$ cat config.mk
export PLATFORM = sky130hd
export DESIGN_NAME = pipeline_hazard_ctrl
export DESIGN_NICKNAME = d
export VERILOG_FILES = /design/src/rtl/pipeline_hazard_ctrl.sv
export SDC_FILE = /design/constraint.sdc
export NUM_CORES = 1
export LEC_CHECK = 0
export BUFFER_PORTS_ARGS = -buffer_cell sky130_fd_sc_hd__buf_2
export CORE_MARGIN = 10
export CORE_UTILIZATION = 29
export CTS_CLUSTER_DIAMETER = 150
export CTS_CLUSTER_SIZE = 10
export DETAILED_ROUTE_END_ITERATION = 16
export REMOVE_ABC_BUFFERS = 1
export SETUP_SLACK_MARGIN = 0.3
export SYNTH_ARGS = -nofsm -noshare
export SYNTH_HDL_FRONTEND = slang
export SYNTH_SLANG_ARGS = --single-unit
$ cat constraint.sdc
create_clock -name clk -period 2.4 [get_ports clk]
set_clock_uncertainty 0.2 [all_clocks]
set_input_delay 0 -clock clk [delete_from_list [all_inputs] [get_ports clk]]
set_output_delay 0 -clock clk [all_outputs]
set_load 0.005 [all_outputs]
$ cat src/rtl/pipeline_hazard_ctrl.sv
// rtl/pipeline_hazard_ctrl.sv - hazard, forwarding and flush control for a 5-stage pipeline
module pipeline_hazard_ctrl #(
  parameter int REG_ADDR_W   = 5,
  parameter int PIPE_DEPTH   = 3,
  parameter int FWD_EN       = 1,
  parameter int BR_STAGE     = 0,
  parameter int FLUSH_CYCLES = 2,
  parameter int CNT_W        = 32
) (
  input  logic                  clk,
  input  logic                  rst,
  input  logic                  id_valid,
  input  logic [REG_ADDR_W-1:0] id_rs1,
  input  logic [REG_ADDR_W-1:0] id_rs2,
  input  logic                  id_use_rs1,
  input  logic                  id_use_rs2,
  input  logic [REG_ADDR_W-1:0] id_rd,
  input  logic                  id_reg_write,
  input  logic                  id_mem_read,
  input  logic                  br_taken,
  input  logic                  mem_busy,
  output logic                  stall,
  output logic                  bubble,
  output logic                  flush,
  output logic [1:0]            fwd_rs1,
  output logic [1:0]            fwd_rs2,
  output logic [CNT_W-1:0]      stall_cycles
);

  localparam int FC_W = (FLUSH_CYCLES > 1) ? $clog2(FLUSH_CYCLES) : 1;

  typedef enum logic {RUN = 1'b0, FLUSH = 1'b1} state_t;

  state_t                state, state_nxt;
  logic [FC_W-1:0]       fcnt, fcnt_nxt;
  logic [PIPE_DEPTH-1:0] sb_v, sb_ld, match1, match2;
  logic [REG_ADDR_W-1:0] sb_rd [PIPE_DEPTH];
  logic                  haz_raw, haz, advance, br_clear, new_v;

  // Scoreboard index to forwarding-mux code: EX=1, MEM=2, anything older is WB=3.
  function automatic logic [1:0] fwd_code(input int k);
    if (k == 0) return 2'd1;
    else if (k == 1) return 2'd2;
    else return 2'd3;
  endfunction

  // Compare decode sources against every live scoreboard entry; x0 never matches.
  always_comb begin
    match1 = '0;
    match2 = '0;
    for (int k = 0; k < PIPE_DEPTH; k++) begin
      match1[k] = id_use_rs1 && (id_rs1 != '0) && sb_v[k] && (sb_rd[k] == id_rs1);
      match2[k] = id_use_rs2 && (id_rs2 != '0) && sb_v[k] && (sb_rd[k] == id_rs2);
    end
  end

  // With bypassing only a load still in EX is too late; without it any in-flight producer blocks.
  always_comb begin
    if (FWD_EN != 0) haz_raw = (match1[0] || match2[0]) && sb_ld[0];
    else             haz_raw = (|match1) || (|match2);
    haz = haz_raw && id_valid && (state == RUN);
  end

  // Youngest producer wins: scan oldest to youngest so the last hit sticks.
  always_comb begin
    fwd_rs1 = 2'd0;
    fwd_rs2 = 2'd0;
    for (int k = PIPE_DEPTH - 1; k >= 0; k--) begin
      if (match1[k]) fwd_rs1 = fwd_code(k);
      if (match2[k]) fwd_rs2 = fwd_code(k);
    end
    if (FWD_EN == 0) begin
      fwd_rs1 = 2'd0;
      fwd_rs2 = 2'd0;
    end
  end

  // Control priority: memory freeze, then taken branch, then flush tail, then RAW hazard.
  always_comb begin
    stall     = 1'b0;
    bubble    = 1'b0;
    flush     = 1'b0;
    advance   = 1'b0;
    br_clear  = 1'b0;
    state_nxt = state;
    fcnt_nxt  = fcnt;
    if (!rst) begin
      stall = mem_busy;
    end else if (mem_busy) begin
      stall = 1'b1;
    end else begin
      advance = 1'b1;
      if (br_taken) begin
        flush     = 1'b1;
        bubble    = 1'b1;
        br_clear  = 1'b1;
        state_nxt = FLUSH;
        fcnt_nxt  = FC_W'(FLUSH_CYCLES - 1);
      end else if (state == FLUSH) begin
        flush  = 1'b1;
        bubble = 1'b1;
        if (fcnt == '0) state_nxt = RUN;
        else            fcnt_nxt  = fcnt - FC_W'(1);
      end else if (haz) begin
        stall  = 1'b1;
        bubble = 1'b1;
      end
    end
  end

  assign new_v = !bubble && id_valid && id_reg_write && (id_rd != '0);

  // FSM state and flush-length counter.
  always_ff @(posedge clk or negedge rst) begin
    if (!rst) begin
      state <= RUN;
      fcnt  <= '0;
    end else begin
      state <= state_nxt;
      fcnt  <= fcnt_nxt;
    end
  end

  // Scoreboard shift; a taken branch kills the wrong-path entries younger than the branch.
  always_ff @(posedge clk or negedge rst) begin
    if (!rst) begin
      sb_v  <= '0;
      sb_ld <= '0;
      for (int k = 0; k < PIPE_DEPTH; k++) sb_rd[k] <= '0;
    end else if (advance) begin
      sb_v[0]  <= new_v;
      sb_rd[0] <= id_rd;
      sb_ld[0] <= new_v && id_mem_read;
      for (int k = 1; k < PIPE_DEPTH; k++) begin
        sb_v[k]  <= sb_v[k-1] && !(br_clear && ((k - 1) < BR_STAGE));
        sb_rd[k] <= sb_rd[k-1];
        sb_ld[k] <= sb_ld[k-1];
      end
    end
  end

  // Saturating count of stalled cycles, memory freezes included.
  always_ff @(posedge clk or negedge rst) begin
    if (!rst) begin
      stall_cycles <= '0;
    end else if (stall && (stall_cycles != '1)) begin
      stall_cycles <= stall_cycles + CNT_W'(1);
    end
  end

endmodule
==> flow_summary.json <==
{
  "total_power_mw": 2.276,
  "rsz0062_at_grt": "true",
  "end_kind": "flip-flop",
  "grt_first_pass_wirelength_um": 13070,
  "path_common_cell": "and3_1",
  "worstPathCellList": "and3_1, and3_1, and2_4, a31oi_4, o21a_4, buf_12, buf_6, nand4_1, xnor2_1",
  "layout-drive-gt1-share_pct": 37.53,
  "avgSynthCellArea_um2": 9.561,
  "crit_slowest_cell": "dfrtp_1",
  "met3_length_um": 342,
  "core_area_um2": 9284,
  "place.gp.congestion": 0.8126,
  "synth_edf_count": 0,
  "slew_violations": 0,
  "dieWidth_um": 117.8,
  "rrSetupSlack_ns": 0.16,
  "synthCells": 290,
  "io_pins": 63,
  "max-slew-margin-rel_pct": 43.71,
  "ys_types": 28,
  "hold_ws_ns": 0.2453,
  "yosysSeqAreaShare_pct": 47.83,
  "yosysMostFrequentCell": "nand2_1",
  "yosys_warnings": 0,
  "wirelength_um": 8155,
  "nets": 429,
  "firstDrtPassIters": 4,
  "htreeDepth": 2,
  "setup_viol": 0,
  "min_path_type": "in2async",
  "die_h_um": 117.8,
  "drt-initial-drc-count": 102,
  "start_util_pct": 29.87,
  "dr_wl_met2_um": 4228,
  "start_kind": "flip-flop",
  "clock_sinks": 53,
  "ys_top_cells_by_count": "68 x nand2_1, 53 x dfrtp_1, 36 x xnor2_1",
  "synth_area_um2": 2773,
  "nFillCells": 934,
  "dieArea_um2": 13870,
  "grt_pass1_vias": 2604,
  "insertion_delay_ns": 0.30,
  "cpPeakStageDelay_ns": 0.46,
  "vias": 2523,
  "grt_overflow": 0,
  "ff2ff_path_depth": 9,
  "wl_per_cell_um": 15.27,
  "wl_met1_um": 3545,
  "async_reset_ff_share_pct": 100.0,
  "highest_layer": "met4",
  "required_ns": 2.39,
  "fin_tns_setup_ns": 0,
  "routed_via_density": 4.725,
  "path_clk_slew_ns": 0.09,
  "dpl_cell_area_um2": 3326,
  "grt_usage_pct": 11.23,
  "final.setup.worst_slack_ns": 0.1564,
  "drv_cap": 0,
  "antenna_cells": 0,
  "status": "finished, final reports clean",
  "syn2layout_area_growth_pct": 48.33,
  "crit_type": "reg2reg",
  "drc_errors": 0,
  "worstPathArrival_ns": 2.23,
  "period_share_pct": 93.48,
  "synth_seq_cells": 53,
  "crit_fanout": 6,
  "fmax_mhz": 445.7,
  "antenna_found_initial": 0,
  "fin_crit_ns": 2.244,
  "final_antenna_net_count": 0,
  "floorplan.rows": 35,
  "p_leak_nw": 1.964,
  "final_cell_area_um2": 4113,
  "ys_dominant_reg_cell": "dfrtp_1",
  "cts_tree": "built",
  "ir_worst_vdd_v": 0.0002553,
  "hold_viol": 0,
  "io_buffer_count": 62,
  "numCtsBuffers": 5,
  "clock_path_buffers": 2,
  "synthTopCellsByArea": "dfrtp_1 48%, xnor2_1 11%, nand2_1 9.2%",
  "place_ws_ns": 0.04752,
  "p_per_area_nw_per_um2": 553.4,
  "ctsRootBufferMaster": "clkbuf_8",
  "yosys.area.top_type": "dfrtp_1",
  "synth_top_area_share_pct": 47.83,
  "hpwl_um": 5744,
  "grt_max_degree": 48,
  "worst_pin_slew_ns": 0.8444
}
==> cells by family (layout without fill, tap and decap cells) <==
kind of cell,Yosys count,in the layout,synth area share [%]
simple gates,149,149,26.26
buf+inv,9,124,2.031
mux,1,1,0.4061
flops,53,53,47.83
fa+ha+maj,1,1,0.4512
compound gates,16,16,3.745
xor+xnor,61,61,19.27
==> registers in the layout, indices dropped and copies added, names as in the netlist <==
name / count
fcnt: 1
stall_cycles: 32
state: 1
sb_v: 3
sb_ld: 1
sb_rd: 15
==> cell type report <==
cell class | count | area (um2) | share of cell area [%]
clock buffer | 7 | 86.33 | 2.099
clock inverter | 1 | 30.03 | 0.7301
multi-input combinational | 228 | 1649 | 40.10
sequential | 53 | 1330 | 32.34
tap | 129 | 161.4 | 3.925
timing repair buffer | 116 | 855.8 | 20.81
==> cells in the final DEF, fill, tap and decap left out, types with 5 or more instances in the layout <==
cell | Yosys | layout
and2_1 | 7 | 5
and3_1 | 11 | 11
buf_2 | 0 | 61
buf_4 | 0 | 31
clkbuf_8 | 0 | 6
dfrtp_1 | 53 | 50
dlygate4sd3_1 | 0 | 14
nand2_1 | 68 | 63
nand3_1 | 18 | 6
nand3_2 | 2 | 7
nand3_4 | 0 | 7
nand4_1 | 17 | 17
nor2_1 | 10 | 10
o21ai_0 | 9 | 5
xnor2_1 | 36 | 31
xnor2_2 | 0 | 5
xor2_1 | 25 | 24
==> routing by layer <==
metal,GRT usage (%),up-vias
li1,-,1213
met1,13.50,1242
met2,19.76,60
met3,2.878,8
met4,2.087,0
met5,0,-
==> worst max-delay path, delay by kind of cell, from the launching register on <==
family          cells  cell delay [ns]
simple gates        4             0.74
flops               1             0.46
xor+xnor            1             0.15
compound gates      2             0.33
buf+inv             2             0.25
==> repair_timing <==
item | CTS | global route
hold buffers | 14 | 0
pin swaps | 8 | 36
endpoints found under the hold margin | 64 | 0
endpoints found under the setup margin | 35 | 40
setup buffers | 14 | 9
cloned | 1 | 1
gates resized for setup | 10 | 49
==> where the power goes <==
group          switching [mW]  total [mW]  internal, mW
Sequential              0.102        1.09         0.992
Combinational           0.269       0.561         0.292
Clock                   0.281       0.621         0.340
Total                   0.651        2.28          1.62
==> metrics by stage <==
stage | std cells | utilization [%]
finish | 534 | 44.30
global route | 534 | 44.30
CTS | 524 | 40.65
detailed placement | 487 | 35.82
global placement | 487 | 35.82
floorplan | 281 | -
==> worst paths after layout <==
path | startpoint | to
min in group clk | id_rd[4] | sb_rd[14]
max reg2reg | stall_cycles[5] | stall_cycles[7]
min | rst | sb_rd[11]
max in group asynchronous | rst | sb_ld[0]
min reg2reg | fcnt | fcnt
max | stall_cycles[5] | stall_cycles[7]
Power figures use the tool's default switching activity.
